===== src/rtl/fns_serial_encoder.sv =====
// fns_serial_encoder
// Sequential binary-to-Fibonacci (FNS) encoder. Greedy MSB-first compare/subtract, one
// Fibonacci weight per clock. The weight pair steps down the sequence with one subtractor
// (Wa, Wb) <= (Wb, Wa - Wb), so no weight ROM is needed. Codewords never contain two
// adjacent 1s.
//
// Parameters:
//   DATA_W - binary input width
//   CODE_W - codeword width; bit i has weight w(i), w0=1, w1=2, wi=w(i-1)+w(i-2)
//
// Ports:
//   clk       - clock, rising edge
//   rst       - asynchronous active-high reset
//   in_data   - binary value to encode
//   in_valid  - in_data valid
//   in_ready  - encoder idle, can accept
//   out_code  - FNS codeword (held while out_valid=1)
//   out_valid - out_code/out_err valid
//   out_ready - consumer accepts output
//   out_err   - input exceeded w(CODE_W)-1 (only with range check)
//
// Build option:
//   FNS_RANGE_CHECK_EN - when defined, words above w(CODE_W)-1 complete after one cycle with
//   out_code=0 and out_err=1. When undefined, out_err is tied low and such words are
//   encoded greedily into a truncated (still adjacency-free) codeword.
module fns_serial_encoder #(
  parameter int unsigned DATA_W = 9,
  parameter int unsigned CODE_W = 12
) (
  input  logic              clk,
  input  logic              rst,
  input  logic [DATA_W-1:0] in_data,
  input  logic              in_valid,
  output logic              in_ready,
  output logic [CODE_W-1:0] out_code,
  output logic              out_valid,
  input  logic              out_ready,
  output logic              out_err
);

  function automatic int unsigned fib_w(input int unsigned idx);
    int unsigned a;
    int unsigned b;
    int unsigned t;
    a = 1;
    b = 2;
    if (idx == 0) return 1;
    for (int unsigned k = 1; k < idx; k++) begin
      t = a + b;
      a = b;
      b = t;
    end
    return b;
  endfunction

  localparam int unsigned MaxVal = fib_w(CODE_W) - 1;
  localparam int unsigned ValW   = $clog2(MaxVal + 1);
  localparam int unsigned RemW   = (DATA_W > ValW) ? DATA_W : ValW;
  localparam int unsigned CntW   = $clog2(CODE_W);

  localparam logic [RemW-1:0] WTop   = RemW'(fib_w(CODE_W - 1));
  localparam logic [RemW-1:0] WNext  = RemW'(fib_w(CODE_W - 2));
  localparam logic [CntW-1:0] CntTop = CntW'(CODE_W - 1);

  typedef enum logic [1:0] {StIdle, StBusy, StDone} state_e;

  state_e            state_q, state_d;
  logic [RemW-1:0]   rem_q, rem_d;
  logic [RemW-1:0]   wa_q, wa_d;
  logic [RemW-1:0]   wb_q, wb_d;
  logic [CntW-1:0]   cnt_q, cnt_d;
  logic [CODE_W-1:0] code_q, code_d;
  logic              in_ready_q, in_ready_d;
  logic              out_valid_q, out_valid_d;
  logic              bit_take;

`ifdef FNS_RANGE_CHECK_EN
  logic out_err_q, out_err_d;
  logic over_range;
  assign over_range = (RemW'(in_data) > RemW'(MaxVal));
`endif

  // code_q[0] is the previously emitted bit; gating on it guarantees no adjacent 1s even
  // when the remainder is not below the current weight.
  assign bit_take = (rem_q >= wa_q) && !code_q[0];

  always_comb begin
    state_d     = state_q;
    rem_d       = rem_q;
    wa_d        = wa_q;
    wb_d        = wb_q;
    cnt_d       = cnt_q;
    code_d      = code_q;
    in_ready_d  = in_ready_q;
    out_valid_d = out_valid_q;
`ifdef FNS_RANGE_CHECK_EN
    out_err_d   = out_err_q;
`endif
    unique case (state_q)
      StIdle: begin
        if (in_valid && in_ready_q) begin
          rem_d      = RemW'(in_data);
          wa_d       = WTop;
          wb_d       = WNext;
          code_d     = '0;
          cnt_d      = CntTop;
          in_ready_d = 1'b0;
          state_d    = StBusy;
`ifdef FNS_RANGE_CHECK_EN
          out_err_d  = over_range;
          // Out-of-range: a single step on a zero remainder yields code 0 and reaches
          // DONE on the next edge.
          if (over_range) begin
            rem_d = '0;
            cnt_d = '0;
          end
`endif
        end
      end
      StBusy: begin
        code_d = {code_q[CODE_W-2:0], bit_take};
        if (bit_take) rem_d = rem_q - wa_q;
        wa_d = wb_q;
        wb_d = wa_q - wb_q;
        if (cnt_q == '0) begin
          state_d     = StDone;
          out_valid_d = 1'b1;
        end else begin
          cnt_d = cnt_q - CntW'(1);
        end
      end
      StDone: begin
        if (out_ready) begin
          state_d     = StIdle;
          out_valid_d = 1'b0;
          in_ready_d  = 1'b1;
        end
      end
      default: state_d = StIdle;
    endcase
  end

  always_ff @(posedge clk or posedge rst) begin
    if (rst) begin
      state_q     <= StIdle;
      rem_q       <= '0;
      wa_q        <= '0;
      wb_q        <= '0;
      cnt_q       <= '0;
      code_q      <= '0;
      in_ready_q  <= 1'b1;
      out_valid_q <= 1'b0;
`ifdef FNS_RANGE_CHECK_EN
      out_err_q   <= 1'b0;
`endif
    end else begin
      state_q     <= state_d;
      rem_q       <= rem_d;
      wa_q        <= wa_d;
      wb_q        <= wb_d;
      cnt_q       <= cnt_d;
      code_q      <= code_d;
      in_ready_q  <= in_ready_d;
      out_valid_q <= out_valid_d;
`ifdef FNS_RANGE_CHECK_EN
      out_err_q   <= out_err_d;
`endif
    end
  end

  assign in_ready  = in_ready_q;
  assign out_valid = out_valid_q;
  assign out_code  = code_q;
`ifdef FNS_RANGE_CHECK_EN
  assign out_err   = out_err_q;
`else
  assign out_err   = 1'b0;
`endif

endmodule


===== config.mk =====
export PLATFORM = sky130hd
export DESIGN_NAME = fns_serial_encoder
export DESIGN_NICKNAME = d
export VERILOG_FILES = /design/src/rtl/fns_serial_encoder.sv
export SDC_FILE = /design/constraint.sdc
export NUM_CORES = 1
export LEC_CHECK = 0
export CAP_MARGIN = 20
export CORE_MARGIN = 2
export CORE_UTILIZATION = 61
export DETAILED_ROUTE_END_ITERATION = 6
export PLACE_DENSITY = 0.89
export SLEW_MARGIN = 20
export SYNTH_ARGS = -nofsm -noshare
export SYNTH_HDL_FRONTEND = slang
export SYNTH_SLANG_ARGS = --single-unit

===== constraint.sdc =====
create_clock -name clk -period 3.8 [get_ports clk]
set_input_delay 0.76 -clock clk [delete_from_list [all_inputs] [get_ports clk]]
set_output_delay 0.76 -clock clk [all_outputs]
set_load 0.01 [all_outputs]

==> Word level (Yosys, flattened, before mapping) <==
Index checks and enable logic that the tools add are counted.
{ "totals": {"regBits": 47, "input_bits": 13, "out_inout_bits": 15, "wordCells": 55} }
{ "classes": {"addsub": 3, "magnitude_cmp": 1, "n_eq_ne": 7, "mux": 22, "reduce_logical": 14} }
{ "ops": {"columns": ["operator", "count"], "rows": [
  ["9-bit case mux with 2 select lines", 3],
  ["9-bit two-way mux", 4],
  ["12-bit case mux with 2 select lines", 1],
  ["9-bit subtractor", 2],
  ["3-bit AND reduction", 5],
  ["12-bit two-way mux", 1],
  ["2-bit != test, second input constant", 5],
  ["9-bit >= comparator", 1],
  ["4-bit two-way mux", 2],
  ["4-bit case mux with 2 select lines", 1],
  ["2-bit two-way mux", 3],
  ["2-bit case mux with 3 select lines", 1],
  ["2-bit nonzero test", 3],
  ["4-bit zero test", 1],
  ["1-bit two-way mux", 4],
  ["1-bit case mux with 2 select lines", 2],
  ["4-bit by 1-bit subtractor with 4-bit output, second input constant", 1],
  ["2-bit by 1-bit equality test with 1-bit output, second input constant", 1],
  ["2-bit equality test, second input constant", 1],
  ["1-bit logical AND", 2],
  ["2-bit zero test", 1],
  ["2-bit AND reduction", 1],
  ["1-bit zero test", 1]
]} }

==> Longest topological paths before layout <==
Gate-level depths: netlist of the first run.
{ "depth": {"ltp_word": 4, "depth_mapped": 10, "mapped_depth_nobuf": 10} }

==> Least setup slack after synthesis of the first run <==
OpenSTA, ideal clock, no wires.
{ "synth_timing": {"path_type": "reg-to-reg", "startpoint": "register wa_q[0]", "endpoint": "register wb_q[8]", "setup_time_ns": 0.124, "t_arrival_ns": 2.180, "required_ns": 3.676, "setup_slack_ns": 1.496, "path_stages_with_launch": 11, "n_path_buf": 0, "synth_period_minus_slack_ns": 2.304, "cell_sequence": "dfrtp_1 > inv_1 > ha_1 > inv_1 > fa_1 > a21o_1 > a41oi_2 > nand2_1 > o311ai_0 > a211oi_1 > a211o_1"} }
{ "synth_via": {"elab_chain_len": 2} }
{ "synth_lines": {"columns": ["item", "line_no", "text"], "rows": [
  ["start, declared", "69", "logic [RemW-1:0] wa_q, wa_d;"],
  ["start signal, assigned", "159", "wa_q <= wa_d;"],
  ["9-bit subtractor", "124", "wb_d = wa_q - wb_q;"],
  ["9-bit case mux with 2 select lines", "99", "unique case (state_q)"],
  ["end signal, assigned", "160", "wb_q <= wb_d;"],
  ["end, declared", "70", "logic [RemW-1:0] wb_q, wb_d;"]
]} }
Every way passes these cells.
A chain may end at the register's enable or synchronous reset.

==> Worst setup path after layout of the first run <==
{ "layout_timing": {"startpoint": "register wa_q[1]", "endpoint": "register rem_q[8]"} }
{ "layout_via": {"elab_chain_len": 4, "word_cells_on_any_way": 7, "classes_between": "add/sub: 1; order compare: 1; eq/ne: 1; mux: 2; reduce/logical: 2"} }
{ "layout_lines": {"columns": ["item", "line_no", "text"], "rows": [
  ["9-bit >= comparator", "85", "assign bit_take = (rem_q >= wa_q) && !code_q[0];"],
  ["1-bit logical AND", "85", null],
  ["2-bit != test (no source line)", null, null],
  ["3-bit AND reduction (no source line)", null, null],
  ["end signal, assigned", "158", "rem_q <= rem_d;"],
  ["end, declared", "68", "logic [RemW-1:0] rem_q, rem_d;"]
]} }
Parallel ways exist; a longest one is shown, timed or not. The select of a mux whose other input is x is not followed.

==> results of run 1 <==
==> routing by layer <==
layer / vias up / GRT usage [%] / part of all wire (%)
met1: 1044 / 31.8 / 47
met3: 9 / 4.70 / 3.3
met4: 0 / 7.76 / 1.5
met2: 36 / 41.6 / 49
li1: 1067 / - / -
met5: - / 0 / 0
==> cells in the mapped netlist, drive strengths merged (6+ instances only) <==
library cell and number:
o21ai 14, a21oi 23, dfrtp 46, or2 6
clkbuf 6, a22o 11, inv 26, nor2 21
nand2 18, o22ai 6, ha 19, nor3 14
==> cell type report <==
class | count | share of cell area (%)
inverters | 27 | 3.23
multi-input cells | 200 | 44.8
flip-flops and latches | 47 | 37.6
clock inverters | 2 | 0.399
repair buffers | 30 | 9.66
well taps | 52 | 2.08
clock buffers | 6 | 2.32
==> metrics by stage <==
| step | total power, W | std cells | utilization (%) | worst slack (ns) | hold WS [ns] |
|---|---|---|---|---|---|
| after floorplan | 0.00228 | 284 | - | 1.50 | 0.463 |
| after global placement | 0.00263 | 355 | 70.1 | 1.23 | 0.484 |
| after detailed placement | 0.00273 | 355 | 70.1 | 1.20 | 0.490 |
| after CTS | 0.00304 | 363 | 72.0 | 1.20 | 0.505 |
| after global routing | 0.00332 | 364 | 72.5 | 0.941 | 0.524 |
| final | 0.00305 | 364 | 72.5 | 1.21 | 0.499 |
==> critical path, delay by kind of cell, from the launching register on <==
| kind | cells | cell delay, ns |
|---|---|---|
| and+or+nand+nor | 2 | 0.67 |
| AOI/OAI and AO/OA | 3 | 0.59 |
| DFF | 1 | 0.46 |
| muxes | 1 | 0.35 |
| adders and majority gates | 1 | 0.31 |
| buffers and inverters | 1 | 0.09 |
==> path summary, 6_finish.rpt <==
kind | from | end | slack [ns] | depth (start not counted)
max | wa_q[1] | rem_q[8] | 1.21 | 8
min | cnt_q[0] | cnt_q[0] | 0.50 | 1
max reg2reg | wa_q[1] | rem_q[8] | 1.21 | 8
min reg2reg | cnt_q[0] | cnt_q[0] | 0.50 | 1
max in group asynchronous | rst | in_ready | 2.53 | 3
min in group asynchronous | rst | wb_q[2] | 0.72 | 2
==> cells by family (layout without fill, tap and decap cells) <==
group                      count (synthesis)  count (layout)
and+or+nand+nor                           77              77
DFF                                       47              47
muxes                                      8               8
AOI/OAI and AO/OA                         85              85
adders and majority gates                 21              21
xor gates and xnor gates                   8               8
buffers and inverters                     37              65
other                                      1               1
==> power by group <==
group	total [W]	internal, W	switching [W]
clock network	0.000295	0.000129	0.000166
registers	0.000880	0.000723	0.000157
logic	0.00188	0.000852	0.00102
total	0.00305	0.00170	0.00135
==> cells in the final DEF (no fill, tap or decap), types with 6 or more instances in the layout <==
cell,netlist,final
dfrtp_1,46,46
clkdlybuf4s50_1,0,26
o21ai_0,13,13
nor3_1,14,14
nand2_1,18,18
a21oi_1,23,23
nor2_1,21,21
a22o_1,11,11
o22ai_1,6,6
inv_1,26,25
ha_1,19,19
==> sequential cells by signal, indices dropped and copies added (netlist names) <==
register,flops
cnt_q,4
in_ready,1
out_code,12
out_valid,1
rem_q,9
state_q,2
wa_q,9
wb_q,9
==> results.txt, run 1 <==
----------------------------------------------------
[Logic synthesis]
  Post-synthesis sequential area ratio ... 43.1%
  Synthesized area per cell ... 9.62 µm²
  Netlist area before placement ... 2730 µm²
  Main combinational cell family by area after synthesis ... compound AO/OA/AOI/OAI gates
  Number of cells produced by synthesis ... 284
  Post-Synth Simple-Gate Area ... 13.7%
  Dominant cell type by area after synthesis ... dfrtp_1
  Yosys top cell area share ... 42.1%
  Cell variety after synth ... 54
  Proportion of register bits with asynchronous set or reset after synthesis ... 100%
  Top flip-flop cell by instance count after synthesis ... dfrtp_1
  Post-synthesis xor/xnor area fraction ... 2.57%
  Syn_nets ... 318
  Largest cells by area after synthesis ... dfrtp_1 (42%), ha_1 (8.7%), a21oi_1 (4.2%)
  Number of storage elements in the synthesis netlist ... 47
  Compound-cell area share of the yosys netlist ... 21.0%
  Mux share of post-synthesis cell area ... under 10%
  Share of synthesized cell area in full adder, half adder and majority cells ... 10.2%
  EDFF count, synth ... 0
  Ys Warns ... 0

[Layout]
  Reg area ... 1180 µm²
  Number of nets in the finished design ... 345
  Count of antenna diodes in the layout ... 0
  Share of cells above drive strength 1 ... approximately 8.3%
  Filler Cells Inserted ... around 330
  Layout overhead on the synthesized area ... 14.8%
  Final standard cell area without fillers ... around 3100 µm²
  Multi-input gate area in the final layout ... 1400 µm²

[Worst hold path]
  Min-delay worst type ... flip-flop to flip-flop

[Setup path]
  Cells traversed along the worst timing path ... inv_1, ha_1, nor2b_4, o31a_1, o21ai_2, a31oi_1, or2_1, mux2_4
  Startpoint class of the critical path ... flip-flop
  CP max stage delay ... about 0.51 ns
  Peak fanout along the critical path ... 9
  Type of the worst setup path ... flip-flop to flip-flop
  Critical path arrival ... between 2 and 3 ns
  Sort of element at the end of the critical path ... flip-flop
  CP required ... 3.99 ns
  Critical-path top delay cell ... or2_1

[Timing]
  Worst slew pin tran ... 0.781 ns
  TNS Setup ... 0 ns
  Worst Skew ... 0.00984 ns
  Final max-slew violation count ... 0
  Final Cycle Share ... between 60% and 70%
  Count of endpoints failing setup in the final report ... 0
  Worst relative slew slack ... 47.8%
  Crit path time final ... 2.59 ns
  Setup repair after global routing missed its margin ... false
  Final hold violation count ... 0
  Max Freq ... 386 MHz

[Clock tree]
  H-Tree Depth ... 2
  PostCTS Resize Cnt ... 0
  Post CTS Setup Buffer Count ... 0
  Max clock buf depth ... 2
  Clock Root Buffer ... clkbuf_8
  Hold Buf Count CTS ... 0
  Clock transition at the registers of the reported paths ... 0.09 ns
  Clk sink count ... 47
  Clock Latency Late Sink ... 0.31 ns
  CTS tree ... built
  Clock buffer count from CTS ... 5

[Global routing]
  Global-route wire length before repair ... 9650 µm
  Maximum number of pins on one net before global-route repair ... 48
  Vias in the first global route ... around 2,100
  Number of antenna violations at the first check in global routing ... 0
  Overall overflow remaining after global route ... 0
  Global-route usage over all layers ... 24.5%

[Pwr]
  Worst-case vdd ir drop ... 0.561 mV
  Leak Pwr ... approximately 1.5 nW
  PwrDens ... 973 nW/µm²

[Die]
  Core ar. ... about 4300 µm²
  Top-Level Pins ... 28
  Chip Width ... 70.9 µm
  Total Die Area ... between 5000 and 6000 µm²
  Starting density of the core ... 63.2%
  Number of placement rows ... 24
  Height of the die ... about 70 µm

[Route]
  Total via count in the routed design ... around 2,200
  Starting DRT DRC Count ... 161
  Vias per cell ... 5.92
  Number of DRC violations after detailed routing ... 0
  Overall routed net length ... 5690 µm
  Final antenna-violating net count ... 0
  Drt pass-1 iters ... 4
  Routed wire length per instance ... 15.6 µm

[Placement]
  Detail Placement HPWL ... 4030 µm
  Routability congestion estimate ... 0.810
  Placed inst area ... 3030 µm²
  Buffers on Ports ... 26

[Run status]
  Outcome ... finished, final reports clean

[Job]
  Maximum Capacitance Violations ... 0

----------------------------------------------------
Note: power is estimated with default switching activity, not from simulation.
==> inputs of run 2 (changes only) <==
Settings changed: CORE_UTILIZATION 61 to 51, PLACE_DENSITY 0.89 to 0.8.
Clock period 3.8 ns to 2.2 ns, I/O delays scaled along.
==> results.txt, run 2 (synthesis gave the netlist of run 1 again) <==
----------------------------------------------------
[Run status]
  Violations in the final reports ... setup timing
  Outcome ... finished with violations

[Timing]
  Final hold violation count ... 0 (unchanged)
  Count of endpoints failing setup in the final report ... 1 (+1)
  Setup repair after global routing missed its margin ... true
  Worst hold-check slack ... 0.426 ns (-0.0733 ns)
  TNS Setup ... -0.0395 ns (-0.0395 ns)
  Final max-slew violation count ... 0 (unchanged)
  Final WS setup ... -0.0395 ns (-1.25 ns)
  Max Freq ... 447 MHz (+16%)
  Crit path time final ... 2.24 ns (-0.348 ns)
  Worst Skew ... 0.00414 ns (-0.00570 ns)
  Final Cycle Share ... 102% (+34 points)

[Pwr]
  Total power draw ... 0.00591 W (+94%)
  Leak Pwr ... 1.58 nW (+8.0%)
  PwrDens ... 1730 nW/µm² (+78%)
  Worst-case vdd ir drop ... 0.822 mV (+47%)

[Layout]
  Final design utilization ... 66.4% (-6.1 points)
  Share of cells above drive strength 1 ... 18.7% (+10 points)
  Number of nets in the finished design ... 365 (+5.8%)
  Most used cells in the layout excluding fill and tap cells ... dfrtp_1 (46), clkdlybuf4s50_1 (26), inv_1 (23), buf_4 (23), a21oi_1 (22)
  Layout overhead on the synthesized area ... 25.0%
  Count of antenna diodes in the layout ... 0 (unchanged)
  Most common library cell in the layout ignoring fill and taps ... dfrtp_1
  Max reg flops ... 12 (unchanged)
  Final standard cell area without fillers ... 3410 µm² (+8.9%)

[Placement]
  Detail Placement HPWL ... 4100 µm (+1.8%)
  Buffers on Ports ... 26 (unchanged)
  Placed inst area ... 3210 µm² (+5.9%)
  Routability congestion estimate ... 0.838 (+3.5%)

[Setup path]
  Reg2Reg Setup Slack ... -0.04 ns (-1.25 ns)
  Worst R2R Start ... wa_q[0]
  Sort of element at the end of the critical path ... flip-flop
  Startpoint class of the critical path ... flip-flop
  Critical path arrival ... 2.45 ns (-0.33 ns)
  Capture instance of the worst register-to-register path ... wb_q[8]
  Peak fanout along the critical path ... 2 (-7)
  CP required ... 2.41 ns (-1.58 ns)
  Type of the worst setup path ... flip-flop to flip-flop
  Worst reg2reg path depth ... 10 (+2)

[Clock tree]
  Clock Latency Late Sink ... 0.31 ns (about the same)
  Clock transition at the registers of the reported paths ... 0.09 ns (about the same)
  Clock buffer count from CTS ... 5 (unchanged)
  Max clock buf depth ... 2 (unchanged)
  CTS tree ... built
  Clock Root Buffer ... clkbuf_8
  H-Tree Depth ... 2 (unchanged)
  Clk sink count ... 47 (unchanged)
  Hold Buf Count CTS ... 0 (unchanged)

[Route]
  Drt pass-1 iters ... 5 (+1)
  Overall routed net length ... 5970 µm (+5.0%)
  Final antenna-violating net count ... 0 (unchanged)
  Number of DRC violations after detailed routing ... 0 (unchanged)
  Vias per cell ... 5.53 (-6.6%)
  Routed wire length per instance ... 14.9 µm (-5.0%)
  Starting DRT DRC Count ... 133 (-17%)
  Total via count in the routed design ... 2,224 (+3.2%)

[Die]
  Height of the die ... 77.2 µm (+8.8%)
  Core ar. ... 5140 µm² (+19%)
  Chip Width ... 77.2 µm (+8.8%)
  Starting density of the core ... 53.1% (-10 points)
  Total Die Area ... 5960 µm² (+18%)
  Number of placement rows ... 26 (+8.3%)
  Top-Level Pins ... 28 (unchanged)

[Global routing]
  Global-route wire length before repair ... 10,200 µm (+5.7%)
  Number of antenna violations at the first check in global routing ... 0 (unchanged)
  Vias in the first global route ... 2,222 (+4.4%)
  Overall overflow remaining after global route ... 0 (unchanged)
  Maximum number of pins on one net before global-route repair ... 30 (-38%)
  Global-route usage over all layers ... 21.2% (-3.3 points)

[Worst hold path]
  Min-delay worst type ... input pin to async pin

[Job]
  Maximum Capacitance Violations ... 0 (unchanged)

----------------------------------------------------
[run 2: how the worst max path moves through the flow]
stage          depth (start not counted)        to     from
5_1_grt                               10   wb_q[8]  wa_q[0]
6_report                              10   wb_q[8]  wa_q[0]
2_1_floorplan                          9  rem_q[2]  wa_q[1]
4_1_cts                               10   wb_q[8]  wa_q[0]
3_3_place_gp                          10   wb_q[8]  wa_q[0]
3_5_place_dp                          10   wb_q[8]  wa_q[0]
[run 2: per-layer routing]
layer | up-vias | GRT usage, % | share of wire (%)
met5 | - | 0 | 0
met4 | 0 | 6.07 | 1.1
met3 | 7 | 4.00 | 3.6
met2 | 33 | 35.7 | 49
met1 | 1085 | 27.9 | 46
li1 | 1099 | - | -
[run 2: what timing repair did]
action                     4_1_cts  5_1_grt
pin swaps                        4        2
gates cloned                     0        0
setup endpoints to repair       10        9
setup buffers                    1        1
resized for setup               11       10
[run 2: worst max-delay path, stage by stage, from the launching register on]
cell      delay (ns)
dfrtp_1         0.40
inv_2           0.09
ha_4            0.14
inv_2           0.03
fa_2            0.34
a21o_1          0.19
a41oi_2         0.16
nand3b_1        0.11
a211o_1         0.28
and3_1          0.17
a211o_1         0.23
[run 2: cell type report]
| type | count | area [µm²] |
|---|---|---|
| Clock buffer | 5 | 68.8 |
| Multi-Input combinational cell | 200 | 1500 |
| Fill cell | 444 | 1730 |
| Sequential cell | 47 | 1180 |
| Inverter | 27 | 101 |
| Clock inverter | 3 | 22.5 |
| Timing Repair Buffer | 50 | 453 |
| Tap cell | 70 | 87.6 |
[run 2: per-stage QoR]
stage | setup WS (ns) | instances
after detailed placement | -0.0976 | 392
after global routing | -0.121 | 402
after global placement | -0.0237 | 392
final | -0.0395 | 402
after floorplan | 0.0169 | 284
after CTS | -0.0612 | 401
[run 2: report_power, final]
group | switching (W) | total, W | internal [W]
logic | 0.00196 | 0.00383 | 0.00188
registers | 0.000273 | 0.00152 | 0.00125
clock network | 0.000328 | 0.000558 | 0.000230
